--- src/rtl/dterm_hist.sv ---
// dterm_hist: derivative term for the heading PID.
// Takes the difference between err_sat and the accepted sample DEPTH readings
// back, clamps it to D_SAT_W bits, multiplies by D_COEFF, and registers the
// result together with a one-cycle valid strobe.
//
// Ports:
//   clk       system clock, posedge
//   rst_n     asynchronous active-low reset
//   clr       synchronous flush of history, fill count and outputs (beats hdng_vld)
//   hdng_vld  err_sat carries a new sample this cycle
//   err_sat   signed saturated heading error, ERR_W bits
//   D_term    signed derivative term, D_SAT_W+COEFF_W bits, registered
//   D_vld     one-cycle pulse: D_term was updated on the last edge
//   primed    history holds DEPTH real samples
module dterm_hist #(
  parameter int unsigned ERR_W   = 10,
  parameter int unsigned D_SAT_W = 8,
  parameter int unsigned COEFF_W = 5,
  parameter int unsigned D_COEFF = 14,
  parameter int unsigned DEPTH   = 2
) (
  input  logic                       clk,
  input  logic                       rst_n,
  input  logic                       clr,
  input  logic                       hdng_vld,
  input  logic [ERR_W-1:0]           err_sat,
  output logic [D_SAT_W+COEFF_W-1:0] D_term,
  output logic                       D_vld,
  output logic                       primed
);

  localparam int unsigned OUT_W  = D_SAT_W + COEFF_W;
  localparam int unsigned DIFF_W = ERR_W + 1;
  localparam int unsigned FILL_W = $clog2(DEPTH + 1);

  localparam logic [FILL_W-1:0]        FILL_MAX = FILL_W'(DEPTH);
  localparam logic signed [DIFF_W-1:0] SAT_HI   = DIFF_W'((1 << (D_SAT_W - 1)) - 1);
  localparam logic signed [DIFF_W-1:0] SAT_LO   = DIFF_W'(-(1 << (D_SAT_W - 1)));
  localparam logic [COEFF_W-1:0]       COEFF    = COEFF_W'(D_COEFF);

  logic [ERR_W-1:0]  hist_q [DEPTH];
  logic [ERR_W-1:0]  hist_d [DEPTH];
  logic [FILL_W-1:0] fill_q, fill_d;
  logic [OUT_W-1:0]  d_term_q, d_term_d;
  logic              d_vld_q, d_vld_d;
  logic              primed_q, primed_d;

  logic signed [DIFF_W-1:0]  diff;
  logic signed [D_SAT_W-1:0] sat_diff;
  logic        [OUT_W-1:0]   sat_ext;
  logic        [OUT_W-1:0]   coef_ext;
  logic        [OUT_W-1:0]   prod;

  // Difference against the oldest entry, clamp, and scale (truncated to OUT_W)
  always_comb begin
    diff = {err_sat[ERR_W-1], err_sat} - {hist_q[DEPTH-1][ERR_W-1], hist_q[DEPTH-1]};
    if (diff > SAT_HI) begin
      sat_diff = SAT_HI[D_SAT_W-1:0];
    end else if (diff < SAT_LO) begin
      sat_diff = SAT_LO[D_SAT_W-1:0];
    end else begin
      sat_diff = diff[D_SAT_W-1:0];
    end
    // Low OUT_W bits of a two's-complement product do not depend on signedness
    sat_ext  = {{COEFF_W{sat_diff[D_SAT_W-1]}}, sat_diff};
    coef_ext = {{D_SAT_W{1'b0}}, COEFF};
    prod     = sat_ext * coef_ext;
  end

  // Next-state: clr flushes, accepted sample shifts history and updates output
  always_comb begin
    hist_d   = hist_q;
    fill_d   = fill_q;
    d_term_d = d_term_q;
    d_vld_d  = 1'b0;
    primed_d = primed_q;
    if (clr) begin
      for (int i = 0; i < DEPTH; i++) hist_d[i] = '0;
      fill_d   = '0;
      d_term_d = '0;
      primed_d = 1'b0;
    end else if (hdng_vld) begin
      hist_d[0] = err_sat;
      for (int i = 1; i < DEPTH; i++) hist_d[i] = hist_q[i-1];
      if (fill_q != FILL_MAX) fill_d = fill_q + FILL_W'(1);
      d_term_d = prod;
      d_vld_d  = 1'b1;
      primed_d = (fill_d == FILL_MAX);
    end
  end

  always_ff @(posedge clk or negedge rst_n) begin
    if (!rst_n) begin
      for (int i = 0; i < DEPTH; i++) hist_q[i] <= '0;
      fill_q   <= '0;
      d_term_q <= '0;
      d_vld_q  <= 1'b0;
      primed_q <= 1'b0;
    end else begin
      for (int i = 0; i < DEPTH; i++) hist_q[i] <= hist_d[i];
      fill_q   <= fill_d;
      d_term_q <= d_term_d;
      d_vld_q  <= d_vld_d;
      primed_q <= primed_d;
    end
  end

  assign D_term = d_term_q;
  assign D_vld  = d_vld_q;
  assign primed = primed_q;

endmodule

--- config.mk ---
export PLATFORM = sky130hd
export DESIGN_NAME = dterm_hist
export DESIGN_NICKNAME = d
export VERILOG_FILES = /design/src/rtl/dterm_hist.sv
export SDC_FILE = /design/constraint.sdc
export NUM_CORES = 1
export LEC_CHECK = 0
export BUFFER_PORTS_ARGS = -buffer_cell sky130_fd_sc_hd__buf_2
export CAP_MARGIN = 20
export CORE_MARGIN = 2
export CORE_UTILIZATION = 40
export CTS_BUF_LIST = sky130_fd_sc_hd__clkbuf_16
export DETAILED_ROUTE_END_ITERATION = 7
export GPL_TIMING_DRIVEN = 0
export HOLD_SLACK_MARGIN = 0.08
export PLACE_DENSITY_LB_ADDON = 0.05
export RECOVER_POWER = 50
export SLEW_MARGIN = 30
export SYNTH_ARGS = -nofsm -noshare
export SYNTH_HDL_FRONTEND = slang
export SYNTH_SLANG_ARGS = --single-unit
--- constraint.sdc ---
create_clock -name clk -period 5.6 [get_ports clk]
set_clock_uncertainty 0.1 [all_clocks]
set_input_delay 0.28 -clock clk [delete_from_list [all_inputs] [get_ports clk]]
set_output_delay 0.28 -clock clk [all_outputs]
set_load 0.005 [all_outputs]
==> results of run 1 <==
==> layout make-up <==
class	count	area share, %
Multi-Input combinational cell	217	52.7
Sequential cell	35	30.0
Timing Repair Buffer	26	4.41
Clock buffer	5	4.29
Tap cell	77	3.30
Inverter	23	2.96
Buffer	13	1.93
Clock inverter	3	0.429
==> cell usage in the layout, fill, tap and decap left out, drive strengths merged, types with 9 or more instances in the layout <==
master,count
inv,24
a21oi,22
buf,26
xnor2,11
nor2,59
clkbuf,17
dfrtp,35
mux2i,26
ha,24
nand2,9
==> Yosys cell counts (2+ instances only) <==
cell	n	share of area, %
nor2_1	58	8.5
dfrtp_1	35	34
mux2i_1	26	10
ha_1	24	12
inv_1	22	3.2
a21oi_1	21	4.1
xnor2_1	11	3.8
nand2_1	9	1.3
o21ai_0	8	1.6
clkbuf_1	6	0.88
nand3_1	6	1.2
o21bai_1	6	1.8
a22oi_1	5	1.5
nor2b_1	5	1.2
nand2b_1	4	0.98
buf_1	3	0.44
buf_2	3	0.59
fa_1	3	2.3
nor3_1	3	0.59
o21a_1	3	0.88
a211oi_1	2	0.59
a21boi_0	2	0.59
a21o_1	2	0.59
a31oi_1	2	0.49
nand3b_1	2	0.59
==> power by group through the flow <==
stage | clock, uW | sequential (uW) | combinational, uW
4_1_cts | 270 | 296 | 361
3_5_place_dp | 0 | 300 | 358
5_1_grt | 282 | 300 | 414
3_3_place_gp | 0 | 299 | 357
2_1_floorplan | 0 | 300 | 263
6_report | 262 | 296 | 355
==> registers in the layout (all words and copies together), names as in the netlist <==
| register | flops |
|---|---|
| D_term | 12 |
| hist_q | 20 |
| fill_q | 2 |
| D_vld | 1 |
==> metrics by stage <==
stage,worst slack (ns),cells,power [uW]
floorplan,1.24,288,564
global placement,0.584,390,656
detailed placement,0.597,390,658
CTS,0.645,399,928
global route,0.233,399,995
finish,0.646,399,912
==> routing by layer <==
metal | wire length (um) | vias up
met5 | 0 | -
met4 | 78 | 0
met3 | 196 | 6
met2 | 2280 | 24
met1 | 2910 | 939
li1 | - | 1040
==> what timing repair did <==
item	CTS	global route
gates resized for setup	0	0
setup endpoints to repair	0	0
hold buffers	1	0
endpoints found under the hold margin	35	0
==> kinds of logic (layout without fill, tap and decap cells) <==
kind of cell,after synthesis,count (layout),share of synthesized area (%)
AO/OA/AOI/OAI,57,57,14.4
AND/OR/NAND/NOR,94,94,17.2
adder cells (fa/ha/maj),27,27,14.1
multiplexers,26,26,10.2
flip-flops,35,35,34.3
other,1,1,0.147
buffers and inverters,36,70,5.58
XOR/XNOR,12,12,4.11
==> worst paths after layout <==
check                           startpoint          to  cells past startpoint
worst max register to register   hist_q[0]   D_term[9]                     21
max in group asynchronous            rst_n   D_term[3]                      2
min in group asynchronous            rst_n   hist_q[5]                      2
worst min-delay path            err_sat[0]  hist_q[10]                      3
worst max-delay path             hist_q[0]   D_term[9]                     21
worst min register to register  D_term[12]  D_term[12]                      1
==> worst reg2reg max path, delay by kind of cell (launching register included) <==
kind | cells | cell delay (ns)
and+or+nand+nor | 7 | 1.29
adders and majority gates | 5 | 1.61
AOI/OAI and AO/OA | 7 | 1.42
buffers and inverters | 2 | 0.11
DFF | 1 | 0.36
==> summary.txt, run 1 <==
Clock network
  • Setup Fix Bufs, Post-CTS: 0
  • H-tree Lvls: 2
  • TritonCTS Buffers: 5
  • CTS tree: yes
  • Clock buffer depth: 2
  • Clock sinks: 35
  • Worst-Skew Late Latency: 0.28 ns
  • CTS root buf: clkbuf_16
  • Clk pin slew, worst setup/hold paths: 0.05 ns

Setup path
  • CP Launch Type: flip-flop
  • Flop2flop setup slack: 0.65 ns
  • Slowest-stage cell, CP: fa_1
  • Max FO, Critical Path: 3
  • Crit end category: flip-flop
  • Buffers & Inverters on Critical Path: 2
  • Worst path required time: 5.70 ns
  • Crit path max-delay family: adder cells
  • CP peak stage delay: 0.51 ns
  • Critical path type: flip-flop to flip-flop
  • Critical-path cell list: ha_1, inv_1, fa_1, a21oi_1, nor2_1, or4b_1, nand4_1, o211ai_1, a21boi_0, nor2_1, fa_1, ha_1, inv_1, fa_1, nor2b_1, o21ai_0, a21oi_1, o21a_1, nor3_1, nand3b_1, a21oi_1
  • Worst path arrival time: 5.05 ns

Global routing
  • First-pass GRT wire length: 9740 um
  • Most Crowded Layer GR: met2
  • Grt met2 use: 25.7%
  • Largest net degree at the start of global routing: 36
  • Grt met1 use: 25.5%
  • GRT overflow: 0
  • Antenna violations before repair: 0
  • Gr usage total: 17.2%
  • Grt met3 use: 2.67%
  • Vias in the first global route: 2,057

Finish
  • Number of fillers in the final layout: 659
  • Synthesis-to-layout area growth: 14.2%
  • Layout cells sized above 1: 11.2%
  • Nets: 362
  • Post-layout util: 46.5%
  • N_diodes: 0
  • Post-route cell area: 2920 sq um
  • Sequential standard cell area: 876 sq um
  • Area occupied by multi-input gates: 1540 sq um

Floorplanning
  • I/O Pins: 29
  • Rows: 29
  • Initial Util: 40.7%
  • Die area: 7050 sq um
  • CORE AREA: 6280 sq um
  • Die width: 83.9 um
  • Die Span Y: 83.9 um

STA
  • Finish-stage setup viols: 0
  • RSZ-0062 raised after global routing: false
  • Max Fclk: 0.202 GHz
  • Final hold viol count: 0
  • Slew headroom: -29.2%
  • Setup_tns: 0 ns
  • Max Slew Vio Count: 36
  • Final min period: 4.95 ns
  • WHS: 0.174 ns
  • Fin crit share: 88.5%
  • Worst-Margin Slew: 1.94 ns

Synth
  • Distinct cell type count after synthesis: 42
  • Synthesized area: 2560 sq um
  • Syn nets: 329
  • Synth async-reset ratio: 100%
  • Mean post-synth cell area: 8.88 sq um
  • Synthesized flop and latch total: 35
  • Synth Instances: 288
  • Synth Flop Type: dfrtp_1
  • EDFF count, synth: 0
  • Register area share after synthesis: 34.3%
  • Synth warn: 0

Route
  • Via/cell ratio: 5.04
  • TritonRoute pass-1 iters: 4
  • Detail Route Antenna Nets: 0
  • Routed len/inst: 13.7 um
  • DR vias: 2,009
  • Total routed wirelength: 5470 um
  • DRC: 0
  • DR iter-0 viols: 78

Power
  • Switching fraction of total power: 34.6%
  • Pwr/cell area: 313 nW/um^2
  • Clk pwr share: 28.7%
  • P_int: 597 uW
  • Logic pwr share: 38.9%
  • Psw: 315 uW
  • Leakage: 0.00141 uW
  • Sequential share of power: 32.4%
  • VDD IR max: 0.000173 V

Job
  • # Max-Cap Violations: 1

Placed design
  • Final Wtd Congestion: 0.844
  • Post-DP HPWL: 4270 um
  • Post-DP Area: 2780 sq um
  • I/O Buffers: 25

Min path
  • Hold Crit Class: input pin to flip-flop

Run status
  • Status: complete, but fails checks
  • Violated checks: max-capacitance violations, max-slew violations
(Power assumes the default switching activity.)
==> run 2: changes to the inputs <==
--- a/config.mk
+++ b/config.mk
@@ -7,7 +7,7 @@
 export LEC_CHECK = 0
 export BUFFER_PORTS_ARGS = -buffer_cell sky130_fd_sc_hd__buf_2
 export CAP_MARGIN = 20
-export CORE_MARGIN = 2
+export CORE_MARGIN = 3
 export CORE_UTILIZATION = 40
 export CTS_BUF_LIST = sky130_fd_sc_hd__clkbuf_16
 export DETAILED_ROUTE_END_ITERATION = 7
==> constraint.sdc (replaced) <==
create_clock -name clk -period 5.6 [get_ports clk]
set_clock_uncertainty 0.1 [all_clocks]
set_input_delay 0.56 -clock clk [delete_from_list [all_inputs] [get_ports clk]]
set_output_delay 0.56 -clock clk [all_outputs]
set_load 0.005 [all_outputs]
==> summary.txt, run 2 (same netlist as run 1, synthesis figures left out) <==
Finish
  • Synthesis-to-layout area growth: 14.3% (was 14.2%)
  • Number of fillers in the final layout: 597 (was 659)
  • Biggest register: hist_q (unchanged)
  • Sequential standard cell area: 876 sq um (unchanged)
  • N_diodes: 0 (unchanged)
  • Post-layout util: 48.2% (was 46.5%)
  • Most frequent cells in the layout: nor2_1, dfrtp_1, buf_2, mux2i_1, ha_1 (was nor2_1, dfrtp_1, mux2i_1)
  • Max reg flops: 20 (unchanged)
  • Area occupied by multi-input gates: 1540 sq um (unchanged)
  • Layout cells sized above 1: 12.8% (was 11.2%)
  • Nets: 361 (was 362)
  • Post-route cell area: 2920 sq um (about the same)
  • Most common cell after layout, fill and taps aside: nor2_1 (unchanged)

Run status
  • Violated checks: max-capacitance violations, max-slew violations (unchanged)
  • Status: complete, but fails checks (unchanged)

Clock network
  • Clock sinks: 35 (unchanged)
  • CTS tree: yes (unchanged)
  • Setup Fix Bufs, Post-CTS: 0 (unchanged)
  • TritonCTS Buffers: 5 (unchanged)
  • Clock buffer depth: 2 (unchanged)
  • # hold bufs at CTS: 0 (was 1)
  • Clk pin slew, worst setup/hold paths: 0.06 ns (was 0.05 ns)
  • CTS root buf: clkbuf_16 (unchanged)
  • Post_cts resized: 0 (unchanged)
  • Worst-Skew Late Latency: 0.28 ns (about the same)
  • H-tree Lvls: 2 (unchanged)

Setup path
  • Slowest-stage cell, CP: fa_1 (unchanged)
  • Worst reg2reg path depth: 22 (was 21)
  • Critical path type: input pin to flip-flop (was flip-flop to flip-flop)
  • Flop2flop setup slack: 0.65 ns (about the same)
  • Critical-path cell list: buf_2, inv_1, ha_1, inv_1, fa_1, a21oi_1, nor2_1, o2111ai_1, nand2_1, o31a_1, clkbuf_1, o21ai_0, o21ai_0, fa_1, ha_1, inv_1, fa_1, nor2b_1, o21ai_0, a21oi_1, o21a_1, nor3_1, nand3b_1, a21oi_1 (was ha_1, inv_1, fa_1, a21oi_1, nor2_1, or4b_1, nand4_1, o211ai_1, a21boi_0, nor2_1, fa_1, ha_1, inv_1, fa_1, nor2b_1, o21ai_0, a21oi_1, o21a_1, nor3_1, nand3b_1, a21oi_1)
  • Worst path arrival time: 5.12 ns (was 5.05 ns)
  • Worst path required time: 5.70 ns (about the same)
  • Max FO, Critical Path: 10 (was 3)
  • FF-to-FF Start: hist_q[0] (unchanged)
  • CP Launch Type: input pin (was flip-flop)
  • CP peak stage delay: 0.57 ns (was 0.51 ns)
  • Crit end category: flip-flop (unchanged)
  • Worst reg2reg endpoint: D_term[9] (unchanged)

STA
  • Finish-stage setup viols: 0 (unchanged)
  • Setup_tns: 0 ns (unchanged)
  • Slew headroom: -32.5% (was -29.2%)
  • Fin crit share: 89.7% (was 88.5%)
  • Final hold viol count: 0 (unchanged)
  • RSZ-0062 raised after global routing: false (unchanged)
  • Max Slew Vio Count: 36 (unchanged)
  • Max Fclk: 0.199 GHz (was 0.202 GHz)
  • Final min period: 5.03 ns (was 4.95 ns)
  • Worst-Margin Slew: 1.99 ns (was 1.94 ns)

Route
  • Total routed wirelength: 5500 um (was 5470 um)
  • Via/cell ratio: 5.02 (was 5.04)
  • Routed len/inst: 13.9 um (was 13.7 um)
  • DR iter-0 viols: 103 (was 78)
  • Detail Route Antenna Nets: 0 (unchanged)
  • DRC: 0 (unchanged)
  • DR vias: 1,989 (was 2,009)
  • TritonRoute pass-1 iters: 4 (unchanged)

Min path
  • Hold Path Depth: 1 (was 3)
  • Hold Crit Class: flip-flop to flip-flop (was input pin to flip-flop)
  • Hold Crit Endpoint: D_term[12] (was hist_q[10])
  • Hold path startpoint: D_term[12] (was err_sat[0])

Global routing
  • Antenna violations before repair: 0 (unchanged)
  • Gr usage total: 16.4% (was 17.2%)
  • Largest net degree at the start of global routing: 36 (unchanged)
  • Vias in the first global route: 1,931 (was 2,057)
  • GRT overflow: 0 (unchanged)
  • First-pass GRT wire length: 9650 um (was 9740 um)

Floorplanning
  • I/O Pins: 29 (unchanged)
  • Die area: 7390 sq um (was 7050 sq um)
  • CORE AREA: 6060 sq um (was 6280 sq um)
  • Rows: 28 (was 29)
  • Die width: 85.9 um (was 83.9 um)
  • Die Span Y: 85.9 um (was 83.9 um)
  • Initial Util: 42.2% (was 40.7%)

Job
  • # Max-Cap Violations: 1 (unchanged)

Power
  • Total power draw: 930 uW (was 912 uW)
  • Leakage: 0.00141 uW (about the same)
  • VDD IR max: 0.000150 V (was 0.000173 V)
  • Pwr/cell area: 318 nW/um^2 (was 313 nW/um^2)

Placed design
  • Post-DP Area: 2780 sq um (about the same)
  • Final Wtd Congestion: 0.866 (was 0.844)
  • Post-DP HPWL: 4270 um (about the same)
  • I/O Buffers: 25 (unchanged)
-- run 2: cell type report --
class	count	area share, %
repair buffers	25	4.20
flip-flops and latches	35	30.0
clock buffers	5	4.28
inverters	23	2.96
well taps	75	3.21
multi-input cells	217	52.6
plain buffers	13	1.93
clock inverters	3	0.814
-- run 2: power breakdown --
group / leakage (uW) / total, uW / internal [uW] / switching, uW
clock: 0.0000664 / 279 / 166 / 113
combinational: 0.000877 / 355 / 156 / 200
sequential: 0.000468 / 295 / 281 / 14.4
total: 0.00141 / 930 / 603 / 327
-- run 2: worst max-delay path: cells and delay by family --
family / cells / cell delay (ns)
AOI/OAI and AO/OA: 9 / 1.83
adders and majority gates: 5 / 1.64
buffers and inverters: 5 / 0.52
and+or+nand+nor: 5 / 0.55
-- run 2: how the worst max path moves through the flow --
stage                     startpoint   endpoint  slack, ns  depth (start not counted)
after detailed placement  err_sat[0]  D_term[9]       0.29                         24
after global placement    err_sat[0]  D_term[9]       0.32                         24
after global routing      err_sat[0]  D_term[9]       0.18                         24
after CTS                 err_sat[0]  D_term[9]       0.56                         24
final                     err_sat[0]  D_term[9]       0.57                         24
after floorplan           err_sat[0]  D_term[9]       0.96                         23
-- run 2: through the flow --
| stage | setup WS (ns) | instances | hold slack, ns |
|---|---|---|---|
| floorplan | 0.963 | 288 | 0.164 |
| global placement | 0.319 | 388 | 0.362 |
| detailed placement | 0.292 | 388 | 0.362 |
| CTS | 0.558 | 396 | 0.316 |
| global route | 0.180 | 396 | 0.409 |
| finish | 0.575 | 396 | 0.373 |
-- run 2: layer usage --
metal	wire length, um	GRT usage [%]	vias up
met4	29	3.88	0
met1	2970	24.3	920
li1	-	-	1048
met2	2360	24.5	19
met5	0	0	-
met3	140	3.17	2
==> run 3: changes to the inputs <==
--- a/config.mk
+++ b/config.mk
@@ -6,7 +6,6 @@
 export NUM_CORES = 1
 export LEC_CHECK = 0
 export BUFFER_PORTS_ARGS = -buffer_cell sky130_fd_sc_hd__buf_2
-export CAP_MARGIN = 20
 export CORE_MARGIN = 3
 export CORE_UTILIZATION = 40
 export CTS_BUF_LIST = sky130_fd_sc_hd__clkbuf_16
==> constraint.sdc (replaced) <==
create_clock -name clk -period 5.19 [get_ports clk]
set_clock_uncertainty 0.1 [all_clocks]
set_input_delay 0.519 -clock clk [delete_from_list [all_inputs] [get_ports clk]]
set_output_delay 0.519 -clock clk [all_outputs]
set_load 0.005 [all_outputs]
==> summary.txt, run 3 (same netlist as run 1, synthesis figures left out) <==
Route
  • Via/cell ratio: 4.98 (was 5.02)
  • Detail Route Antenna Nets: 0 (unchanged)
  • TritonRoute pass-1 iters: 4 (unchanged)
  • DR iter-0 viols: 95 (was 103)
  • DRC: 0 (unchanged)
  • Routed len/inst: 13.8 um (was 13.9 um)
  • DR vias: 1,990 (was 1,989)
  • Total routed wirelength: 5530 um (was 5500 um)

STA
  • Max Fclk: 0.206 GHz
  • Setup_tns: 0 ns (unchanged)
  • Final min period: 4.86 ns
  • Slew headroom: -32.2% (was -32.5%)
  • Worst-Margin Slew: 1.98 ns (was 1.99 ns)
  • Finish-stage setup viols: 0 (unchanged)
  • Final hold viol count: 0 (unchanged)
  • PnR worst setup slack: 0.326 ns (was 0.575 ns)
  • Fin crit share: 93.7%
  • Max Slew Vio Count: 36 (unchanged)

Placed design
  • DP Cell Count: 388 (unchanged)
  • Pre-CTS setup slack: -0.0768 ns (was 0.292 ns)
  • Final Wtd Congestion: 0.866 (unchanged)
  • I/O Buffers: 25 (unchanged)
  • Post-DP HPWL: 4270 um (unchanged)
  • Post-DP Area: 2780 sq um (unchanged)

Clock network
  • CTS root buf: clkbuf_16 (unchanged)
  • # hold bufs at CTS: 0 (unchanged)
  • Clk pin slew, worst setup/hold paths: 0.06 ns (about the same)
  • H-tree Lvls: 2 (unchanged)
  • TritonCTS Buffers: 5 (unchanged)
  • CTS tree: yes (unchanged)
  • Clock sinks: 35 (unchanged)
  • Clock buffer depth: 2 (unchanged)
  • Worst-Skew Late Latency: 0.28 ns (about the same)

Setup path
  • Critical path type: input pin to flip-flop (unchanged)
  • Critical-path cell list: buf_2, inv_1, ha_1, inv_1, fa_1, a21oi_1, nor2_1, o2111ai_1, nand4_1, buf_4, nor4_4, nor2_4, nor2_1, fa_1, ha_1, inv_1, fa_1, nor2b_1, o21ai_0, a21oi_1, o21a_1, o21ai_0, nand3b_1, a21oi_1 (was buf_2, inv_1, ha_1, inv_1, fa_1, a21oi_1, nor2_1, o2111ai_1, nand2_1, o31a_1, clkbuf_1, o21ai_0, o21ai_0, fa_1, ha_1, inv_1, fa_1, nor2b_1, o21ai_0, a21oi_1, o21a_1, nor3_1, nand3b_1, a21oi_1)
  • Crit end category: flip-flop (unchanged)
  • Worst path arrival time: 4.96 ns (was 5.12 ns)
  • Worst path required time: 5.29 ns (was 5.70 ns)
  • Slowest-stage cell, CP: fa_1 (unchanged)
  • Max FO, Critical Path: 8 (was 10)
  • CP Launch Type: input pin (unchanged)
  • CP peak stage delay: 0.46 ns (was 0.57 ns)

Finish
  • Layout cells sized above 1: 14.5% (was 12.8%)
  • Max reg flops: 20 (unchanged)
  • Sequential standard cell area: 876 sq um (unchanged)
  • Biggest register: hist_q (unchanged)
  • Area occupied by multi-input gates: 1540 sq um (about the same)
  • Nets: 365 (was 361)
  • Number of fillers in the final layout: 597 (unchanged)
  • Post-route cell area: 2960 sq um (was 2920 sq um)
  • Most frequent cells in the layout: nor2_1, dfrtp_1, buf_2, mux2i_1, ha_1 (unchanged)
  • Synthesis-to-layout area growth: 15.8% (was 14.3%)
  • Most common cell after layout, fill and taps aside: nor2_1 (unchanged)
  • Final Non-Filler Cells: 400 (was 396)
  • N_diodes: 0 (unchanged)

Run status
  • Status: complete, but fails checks (unchanged)
  • Violated checks: max-capacitance violations, max-slew violations (unchanged)

Power
  • Psw: 355 uW (was 327 uW)
  • Sequential share of power: 31.5% (was 31.8%)
  • Pwr/cell area: 342 nW/um^2 (was 318 nW/um^2)
  • Switching fraction of total power: 35.1% (about the same)
  • Leakage: 0.00144 uW (was 0.00141 uW)
  • VDD IR max: 0.000162 V (was 0.000150 V)
  • Total power draw: 1010 uW (was 930 uW)
  • P_int: 657 uW (was 603 uW)
  • Clk pwr share: 29.8% (was 30.0%)
  • Logic pwr share: 38.7% (was 38.2%)

Floorplanning
  • Die Span Y: 85.9 um (unchanged)
  • Die width: 85.9 um (unchanged)
  • I/O Pins: 29 (unchanged)
  • CORE AREA: 6060 sq um (unchanged)
  • Die area: 7390 sq um (unchanged)
  • Initial Util: 42.2% (unchanged)
  • Rows: 28 (unchanged)

Global routing
  • Vias in the first global route: 1,931 (unchanged)
  • GRT overflow: 0 (unchanged)
  • Largest net degree at the start of global routing: 36 (unchanged)
  • Antenna violations before repair: 0 (unchanged)
  • Gr usage total: 16.4% (unchanged)
  • First-pass GRT wire length: 9650 um (unchanged)

Job
  • # Max-Cap Violations: 1 (unchanged)

Min path
  • Hold Crit Class: flip-flop to flip-flop (unchanged)
-- run 3: cell count changes in the layout (fill, tap and decap cells not counted), sizes merged --
| cell | delta |
|---|---|
| clkbuf | -1 |
| buf | +5 |
-- run 3: final cells by class --
class	count	share of cell area [%]
Buffer	13	2.03
Tap cell	75	3.17
Clock buffer	5	4.23
Clock inverter	3	0.803
Inverter	23	2.92
Sequential cell	35	29.6
Timing Repair Buffer	29	5.16
Multi-Input combinational cell	217	52.1
-- run 3: critical path: cells and delay by family --
| kind | cells | cell delay, ns |
|---|---|---|
| adders and majority gates | 5 | 1.38 |
| AOI/OAI and AO/OA | 7 | 1.31 |
| and+or+nand+nor | 7 | 1.27 |
| buffers and inverters | 5 | 0.47 |
-- run 3: per-stage QoR --
| step | hold slack, ns | utilization (%) |
|---|---|---|
| global route | 0.409 | 48.8 |
| global placement | 0.362 | 45.8 |
| finish | 0.374 | 48.8 |
| CTS | 0.275 | 48.2 |
| floorplan | 0.123 | - |
| detailed placement | 0.362 | 45.8 |
-- run 3: final timing paths --
check / startpoint / end / slack, ns / cells past startpoint
hold reg to reg: D_term[12] / D_term[12] / 0.37 / 1
hold / removal: D_term[12] / D_term[12] / 0.37 / 1
max in group asynchronous: rst_n / hist_q[5] / 3.15 / 1
setup / recovery: err_sat[0] / D_term[9] / 0.33 / 24
setup reg to reg: hist_q[0] / D_term[9] / 0.36 / 22
min in group asynchronous: rst_n / D_term[3] / 0.70 / 1
-- run 3: metal layers --
layer	GRT usage, %	part of all wire, %	up-vias
met1	24.3	54	913
met2	24.5	43	19
met5	0	0	-
met4	3.88	0.52	0
li1	-	-	1056
met3	3.17	2.3	2
-- run 3: repair_timing --
action                                  4_1_cts  5_1_grt
gates resized for setup                       0        8
buffers inserted                              0        4
endpoints found under the setup margin        0        1
-- run 3: power groups by stage --
stage               clock network (uW)  registers (uW)  logic [uW]
global route                       329             323         449
CTS                                311             318         389
global placement                     0             322         385
finish                             302             319         391
floorplan                            0             324         284
detailed placement                   0             323         387
